[src/rtl/seq_divider8_pkg.sv]
// Shared definitions for the sequential restoring divider: FSM states,
// default operand width and the iteration counter sizing rule.
package seq_divider8_pkg;

  localparam int DIV_WIDTH = 8;

  // The counter must hold values up to WIDTH, hence the +1.
  function automatic int cnt_width(input int w);
    return $clog2(w + 1);
  endfunction

  localparam int CNT_W = cnt_width(DIV_WIDTH);

  typedef enum logic [1:0] {
    IDLE = 2'd0,
    RUN  = 2'd1,
    DONE = 2'd2
  } state_t;

endpackage

[src/rtl/seq_divider8_add_sub_ripple.sv]
// Parameterised ripple adder/subtractor: op=1 inverts b and injects a carry,
// so cout=1 on subtraction means "no borrow" (a >= b).
module add_sub_ripple #(
  parameter int WIDTH = 9
) (
  input  logic [WIDTH-1:0] a,
  input  logic [WIDTH-1:0] b,
  input  logic             op,
  output logic [WIDTH-1:0] sum,
  output logic             cout
);

  logic [WIDTH-1:0] w_b;

  assign w_b = b ^ {WIDTH{op}};

  always_comb begin
    logic c;
    // NOTE: combinational blocks use blocking '=' so the carry ripples within
    // one evaluation, and every output is assigned on every pass (no latches).
    c   = op;
    sum = '0;
    for (int i = 0; i < WIDTH; i++) begin
      sum[i] = a[i] ^ w_b[i] ^ c;
      c      = (a[i] & w_b[i]) | (c & (a[i] ^ w_b[i]));
    end
    cout = c;
  end

endmodule

[src/rtl/seq_divider8.sv]
// Sequential unsigned restoring divider: one shift-subtract step per clock,
// valid/ready handshakes on both the operand and result sides.
module seq_divider8
  import seq_divider8_pkg::*;
#(
  parameter int WIDTH = DIV_WIDTH
) (
  input  logic             clk,
  input  logic             rst_n,
  input  logic             in_valid,
  output logic             in_ready,
  input  logic [WIDTH-1:0] dividend,
  input  logic [WIDTH-1:0] divisor,
  output logic             out_valid,
  input  logic             out_ready,
  output logic [WIDTH-1:0] quotient,
  output logic [WIDTH-1:0] remainder,
  output logic             div_by_zero
);

  localparam int CW = cnt_width(WIDTH);

  state_t           r_state;
  logic [WIDTH:0]   r_rem;
  logic [WIDTH-1:0] r_dvd;
  logic [WIDTH-1:0] r_dvs;
  logic [WIDTH-1:0] r_quo;
  logic [CW-1:0]    r_count;
  logic             r_dbz;

  logic [WIDTH:0]   w_shift;
  logic [WIDTH:0]   w_diff;
  logic             w_no_borrow;
  logic             w_unused_rem_msb;

  assign w_shift = {r_rem[WIDTH-1:0], r_dvd[WIDTH-1]};

  add_sub_ripple #(
    .WIDTH (WIDTH + 1)
  ) u_sub (
    .a    (w_shift),
    .b    ({1'b0, r_dvs}),
    .op   (1'b1),
    .sum  (w_diff),
    .cout (w_no_borrow)
  );

  always_ff @(posedge clk or negedge rst_n) begin
    // NOTE: sequential state uses non-blocking '<=' so every register samples
    // pre-edge values, independent of statement order.
    if (!rst_n) begin
      r_state <= IDLE;
      r_rem   <= '0;
      r_dvd   <= '0;
      r_dvs   <= '0;
      r_quo   <= '0;
      r_count <= '0;
      r_dbz   <= 1'b0;
    end else begin
      case (r_state)
        IDLE: begin
          if (in_valid) begin
            r_dvd   <= dividend;
            r_dvs   <= divisor;
            r_dbz   <= (divisor == '0);
            r_rem   <= '0;
            r_quo   <= '0;
            r_count <= '0;
            r_state <= RUN;
          end
        end
        RUN: begin
          r_rem   <= w_no_borrow ? w_diff : w_shift;
          r_quo   <= {r_quo[WIDTH-2:0], w_no_borrow};
          r_dvd   <= {r_dvd[WIDTH-2:0], 1'b0};
          r_count <= r_count + CW'(1);
          if (r_count == CW'(WIDTH - 1)) r_state <= DONE;
        end
        DONE: begin
          if (out_ready) r_state <= IDLE;
        end
        default: r_state <= IDLE;
      endcase
    end
  end

  // Handshake flags decode state only: no combinational input-to-output path.
  assign in_ready         = (r_state == IDLE);
  assign out_valid        = (r_state == DONE);
  assign quotient         = r_quo;
  assign remainder        = r_rem[WIDTH-1:0];
  assign div_by_zero      = r_dbz;
  assign w_unused_rem_msb = r_rem[WIDTH];

endmodule

[config.mk]
export PLATFORM = sky130hd
export DESIGN_NAME = seq_divider8
export DESIGN_NICKNAME = d
export VERILOG_FILES = /design/src/rtl/seq_divider8_pkg.sv /design/src/rtl/seq_divider8_add_sub_ripple.sv /design/src/rtl/seq_divider8.sv
export SDC_FILE = /design/constraint.sdc
export NUM_CORES = 1
export LEC_CHECK = 0
export CORE_MARGIN = 8
export CORE_UTILIZATION = 35
export DETAILED_ROUTE_END_ITERATION = 8
export PLACE_DENSITY = 0.66
export SETUP_SLACK_MARGIN = 0.15
export SLEW_MARGIN = 5
export SYNTH_ARGS = -nofsm -noshare
export SYNTH_HDL_FRONTEND = slang
export SYNTH_SLANG_ARGS = --single-unit
[constraint.sdc]
create_clock -name clk -period 4.9 [get_ports clk]
set_clock_uncertainty 0.2 [all_clocks]
set_input_delay 0.98 -clock clk [delete_from_list [all_inputs] [get_ports clk]]
set_output_delay 0.98 -clock clk [all_outputs]
set_load 0.01 [all_outputs]
* After elaboration in Yosys (flattened, before gate mapping)
Cells that the tools add are included.
** Cells by class
- Equality and inequality tests :: 6
- Bitwise gates (word level) :: 44
- Mux-type cells :: 13
- Reduce and logical (&&, ||, !) cells :: 6
- Add/subtract/negate cells :: 1
** Operator list (count)
- 8-bit case mux with 2 select lines :: 3
- 8-bit two-way mux :: 4
- 1-bit AND :: 17
- 1-bit bitwise XOR :: 16
- 8-bit NOT with 9-bit output :: 1
- 1-bit bitwise OR :: 9
- 8-bit zero test :: 1
- 4-bit case mux with 2 select lines :: 1
- 2-bit two-way mux :: 3
- 2-bit case mux with 3 select lines :: 1
- 4-bit by 1-bit adder with 4-bit output, second input constant :: 1
- 4-bit by 3-bit equality test with 1-bit output, second input constant :: 1
- 4-bit two-way mux :: 1
- 2-bit != test, second input constant :: 2
- 2-bit AND reduction :: 2
- 3-bit AND reduction :: 1
- 2-bit by 1-bit equality test with 1-bit output, second input constant :: 1
- 2-bit equality test, second input constant :: 1
- 2-bit zero test :: 1
- 2-bit by 1-bit != test with 1-bit output, second input constant :: 1
- 2-bit nonzero test :: 1
- 1-bit NOT :: 1
** Word-level totals
- Bits in registers :: 39
- Input bits :: 20

* Longest topological paths before layout
- Word-level depth :: 21
- Mapped depth :: 14

* By module
A second synthesis with hierarchy kept.
** Unflattened totals
- Cells, all modules :: 209
- Area, all modules :: 2000.7 µm²
** By module, submodules not included
- seq_divider8 :: times used 1, cells an instance 176, area each 1686.6 µm², sequential area each 975.9 µm²
- add_sub_ripple :: times used 1, cells an instance 33, area each 314.1 µm², sequential area each 0.0 µm²

* Worst setup path after synthesis
Ideal clock, no wire load.
- Path type :: flip-flop to flip-flop
- Start point :: register r_dvd[7]
- End point :: register r_rem[7]
- Path buffers :: 0
- Clock period less this slack :: 3.906 ns
- Cell stages (with the launch flop) :: 13
- Arrival time :: 3.572 ns
- Path slack :: 0.994 ns
- Required time :: 4.566 ns
- Path through :: dfrtp_1 -> inv_1 -> ha_1 -> fa_1 -> fa_1 -> fa_1 -> fa_1 -> fa_1 -> fa_1 -> inv_1 -> fa_1 -> a22oi_1 -> o22ai_1
** On the way
- Longest elaborated chain between the ends :: 20
- Elaborated cells on any way between the ends :: 22
- Those cells by class :: mux (2); bitwise (20)
** Ends and longest elaborated chain
- from (decl) :: line seq_divider8.sv:25 : logic [WIDTH-1:0] r_dvd;
- from (signal assigned) :: line seq_divider8.sv:63 : r_dvd <= dividend;
- from (signal assigned) :: line seq_divider8.sv:75 : r_dvd <= {r_dvd[WIDTH-2:0], 1'b0};
- 1-bit AND / 1-bit bitwise XOR (equally long branches) :: line seq_divider8_add_sub_ripple.sv:25 : c = (a[i] & w_b[i]) | (c & (a[i] ^ w_b[i]));
- 1-bit bitwise OR (*) :: line seq_divider8_add_sub_ripple.sv:25
- 1-bit AND (*) :: line seq_divider8_add_sub_ripple.sv:25
- 1-bit bitwise OR (*) :: line seq_divider8_add_sub_ripple.sv:25
- 1-bit AND (*) :: line seq_divider8_add_sub_ripple.sv:25
- 1-bit bitwise OR (*) :: line seq_divider8_add_sub_ripple.sv:25
- 1-bit AND (*) :: line seq_divider8_add_sub_ripple.sv:25
- 1-bit bitwise OR (*) :: line seq_divider8_add_sub_ripple.sv:25
- [4 not listed]
- 1-bit AND (*) :: line seq_divider8_add_sub_ripple.sv:25
- 1-bit bitwise OR (*) :: line seq_divider8_add_sub_ripple.sv:25
- 1-bit AND :: line seq_divider8_add_sub_ripple.sv:25
- 1-bit bitwise OR :: line seq_divider8_add_sub_ripple.sv:25
- 1-bit AND :: line seq_divider8_add_sub_ripple.sv:25
- 1-bit bitwise OR :: line seq_divider8_add_sub_ripple.sv:25
- 8-bit two-way mux (*) :: line seq_divider8.sv:73 : r_rem <= w_no_borrow ? w_diff : w_shift;
- 8-bit case mux with 2 select lines (*) :: line seq_divider8.sv:60 : case (r_state)
- to (signal assigned) :: line seq_divider8.sv:73
- to (decl) :: line seq_divider8.sv:24 : logic [WIDTH:0] r_rem;
Every way passes the cells marked *; elsewhere a longest branch is shown, timed or not.
A chain may end at the register's enable or synchronous reset.

* Final worst setup path
- Start point :: register r_dvd[7]
- End point :: register r_rem[4]
** On the way
- Longest elaborated chain between the ends :: 20
- Elaborated cells on any way between the ends :: 22
- Those cells by class :: mux (2); bitwise (20)
** Ends and longest elaborated chain (line)
- 1-bit AND / 1-bit bitwise XOR (equally long branches) :: seq_divider8_add_sub_ripple.sv:25
- 1-bit bitwise OR (*) :: seq_divider8_add_sub_ripple.sv:25
- 1-bit AND (*) :: seq_divider8_add_sub_ripple.sv:25
- 1-bit bitwise OR (*) :: seq_divider8_add_sub_ripple.sv:25
- 1-bit AND (*) :: seq_divider8_add_sub_ripple.sv:25
- 1-bit bitwise OR (*) :: seq_divider8_add_sub_ripple.sv:25
- 1-bit AND (*) :: seq_divider8_add_sub_ripple.sv:25
- 1-bit bitwise OR (*) :: seq_divider8_add_sub_ripple.sv:25
- [4 not listed]
- 1-bit AND :: seq_divider8_add_sub_ripple.sv:25
- 1-bit bitwise OR :: seq_divider8_add_sub_ripple.sv:25
- 1-bit AND :: seq_divider8_add_sub_ripple.sv:25
- 1-bit bitwise OR :: seq_divider8_add_sub_ripple.sv:25
- 1-bit AND :: seq_divider8_add_sub_ripple.sv:25
- 1-bit bitwise OR :: seq_divider8_add_sub_ripple.sv:25
- 8-bit two-way mux (*) :: seq_divider8.sv:73
- 8-bit case mux with 2 select lines (*) :: seq_divider8.sv:60
Marked as above.

==> results.tsv <==
stage	metric	value	unit
clock_tree	H-tree depth	2	
hold_path	class of the worst hold path	reg -> reg	
synthesis	share of async-settable or async-resettable flops after synthesis	100	%
cells_and_area	post-synthesis to final-layout area growth	26.0	%
cells_and_area	fraction of layout cells with a size suffix above 1	4.49	%
setup_path	element type at the critical path end	register	
outcome	status	complete, no violations	
drt	antenna viol nets, final	0	
synthesis	cell area after synthesis	1930	sq um
run	MaxCap Viol Count	0	
drt	average wire length per cell after detail routing	14.5	um
synthesis	most instantiated library cell after synthesis	sky130_fd_sc_hd__nand2_1	
grt	total global routing overflow	0	
synthesis	share of the synthesized area in the top cell type	50.5	%
setup_path	Critical Path Source Type	register	
cells_and_area	register area	976	sq um
clock_tree	TritonCTS clock tree	done	
sta	pin slew with the least headroom to its limit	0.885	ns
grt	Tot GR Track Use	11.5	%
setup_path	Required @ worst endpoint	4.89	ns
sta	number of pins exceeding their max-slew limit in the final report	0	
grt	antenna violations before repair	0	
clock_tree	CTS Buf Count	5	
pwr	Pwr Density	657	nW/um^2
setup_path	crit-path max FO	10	
placed_design	Placer Congestion	0.783	
pwr	static leakage	1.09	nW
synthesis	count of synthesis-stage warnings from yosys	0	
floorplan	area of the die	8160	sq um
synthesis	net count after synthesis	239	
cells_and_area	Final Cell Area	2430	sq um
clock_tree	number of buffers inserted by post-CTS setup repair	0	
synthesis	post-synth cell types	26	
floorplan	starting density of the core	35.8	%
sta	Setup violations, final	0	
drt	First DRT Iteration DRCs	95	
sta	headroom to the max-slew limit	41.0	%
synthesis	Post-Synthesis Cells	210	
grt	global-route wire length before repair	7820	um
synthesis	sequential-to-total area share from yosys stat	50.5	%
cells_and_area	number of antenna cells inserted	0	
floorplan	Chip Width	90.3	um
sta	final cycle utilization of the critical path	87.1	%
grt	vias in the first global route	1586	
setup_path	critical path class	reg -> reg	
cells_and_area	final net count	273	
synthesis	EDFF count, synth	0	
sta	RSZ-0062 raised after global routing	no	
sta	count of endpoints failing hold in the final timing report	0	
synthesis	number of register bits inferred by synthesis	39	
placed_design	count of buffers from port buffering	38	
grt	largest net degree at the start of global routing	40	
synthesis	post-synth top area cell	sky130_fd_sc_hd__dfrtp_1	
sta	time the final worst path needs with I/O delays and setup	4.27	ns
floorplan	placeable core region	5410	sq um
setup_path	data arrival at the endpoint of the critical path	4.26	ns
sta	Achievable Freq	234	MHz
synthesis	per-instance average area after synthesis	9.21	sq um
pwr	Worst IR Drop VDD	303	uV
floorplan	I/O pin cnt	39	
placed_design	DP Area	2350	sq um
drt	via/cell ratio	4.89	
clock_tree	register clock-pin slew on the reported worst setup and hold paths	0.08	ns
drt	post-detailed-routing wire length	4590	um
drt	via count	1549	
placed_design	placed wire-length estimate after detailed placement	3170	um
cells_and_area	multi-input logic area	852	sq um
drt	total DRC errors in the routed layout	0	
cells_and_area	share of the core filled with cells	45.0	%
sta	Total Neg Setup Slack	0	ns
synthesis	prevailing post-synth register cell	sky130_fd_sc_hd__dfrtp_1	
floorplan	number of placement rows	27	
clock_tree	clk buf depth	2	
synthesis	most common library cells after synthesis	53 x sky130_fd_sc_hd__nand2_1, 39 x sky130_fd_sc_hd__dfrtp_1, 33 x sky130_fd_sc_hd__o21ai_0	
clock_tree	clock latency on the worst-skew pair	0.28	ns
drt	first-pass detailed-route iteration total	4	
clock_tree	clock sinks	39	
cells_and_area	FILL cells	560	
clock_tree	cell at the root of the clock tree	sky130_fd_sc_hd__clkbuf_8	
clock_tree	hold_buf cts	0	
clock_tree	# resized after CTS	0	
synthesis	main area contributors after synthesis	sky130_fd_sc_hd__dfrtp_1 50%, sky130_fd_sc_hd__nand2_1 10%, sky130_fd_sc_hd__o21ai_0 8.5%	
floorplan	height of the chip	90.3	um
[routing by layer]
| metal | global-route usage, % | part of all wire, % |
|---|---|---|
| met4 | 3.74 | 0.59 |
| met2 | 17.2 | 46 |
| met1 | 15.3 | 49 |
| met5 | 0 | 0 |
| met3 | 3.74 | 4.4 |
[cell type report]
type                       count  area share (%)
inverter                      11            1.70
multi-input combinational    147            35.0
sequential                    39            40.1
tap                           72            3.70
clock buffer                   6            2.98
timing repair buffer          40            16.0
clock inverter                 2           0.514
[layout by cell type, fill, tap and decap left out, types with 5 or more instances in the layout]
cell	count
sky130_fd_sc_hd__inv_1	11
sky130_fd_sc_hd__nor2b_1	9
sky130_fd_sc_hd__nand3_1	11
sky130_fd_sc_hd__clkdlybuf4s50_1	37
sky130_fd_sc_hd__o21ai_0	33
sky130_fd_sc_hd__nand2_1	53
sky130_fd_sc_hd__fa_1	7
sky130_fd_sc_hd__a21oi_1	7
sky130_fd_sc_hd__a22oi_1	8
sky130_fd_sc_hd__dfrtp_1	39
sky130_fd_sc_hd__clkbuf_8	5
[worst paths after layout]
kind                             start          end  slack (ns)  cells after the start
max in group asynchronous        rst_n     r_rem[0]        3.33                      1
setup reg to reg              r_dvd[7]     r_rem[4]        0.63                     13
min in group asynchronous        rst_n  quotient[2]        0.62                      1
hold reg to reg            div_by_zero  div_by_zero        0.29                      2
hold / removal             div_by_zero  div_by_zero        0.29                      2
setup / recovery              r_dvd[7]     r_rem[4]        0.63                     13
[through the flow]
stage          power [mW]  hold WS (ns)  instances  worst slack [ns]
2_1_floorplan        1.09         0.246        210             0.994
3_3_place_gp         1.37         0.263        309             0.763
3_5_place_dp         1.40         0.275        309             0.642
4_1_cts              1.62         0.296        317             0.622
5_1_grt              1.76         0.301        317             0.338
6_report             1.60         0.290        317             0.631
[kinds of logic after synthesis]
kind of cell,share of synthesized area [%]
flops,50.5
compound gates,15.5
buf+inv,5.44
mux,0.518
fa+ha+maj,8.54
simple gates,19.5
[flip-flops by register name, summed over array words and instances (netlist names)]
register	flops
r_dvs	8
div_by_zero	1
quotient	8
r_count	4
r_state	2
r_rem	8
r_dvd	8
[worst max-delay path: stages, from the launching register on]
cell and delay, ns:
sky130_fd_sc_hd__dfrtp_1 0.37, sky130_fd_sc_hd__inv_1 0.06, sky130_fd_sc_hd__ha_1 0.20, sky130_fd_sc_hd__fa_1 0.38, sky130_fd_sc_hd__fa_1 0.39, sky130_fd_sc_hd__fa_1 0.39
sky130_fd_sc_hd__fa_1 0.38, sky130_fd_sc_hd__fa_1 0.39, sky130_fd_sc_hd__fa_1 0.37, sky130_fd_sc_hd__inv_1 0.08, sky130_fd_sc_hd__fa_1 0.34, sky130_fd_sc_hd__or2_0 0.33
sky130_fd_sc_hd__o21ai_0 0.14, sky130_fd_sc_hd__o21ai_0 0.16
[report_power, final]
| part | switching [mW] | leakage [nW] | internal [mW] |
|---|---|---|---|
| Combinational | 0.408 | 0.559 | 0.364 |
| Sequential | 0.147 | 0.488 | 0.470 |
| Clock | 0.112 | 0.0412 | 0.0995 |
Power figures use the tool's default switching activity.
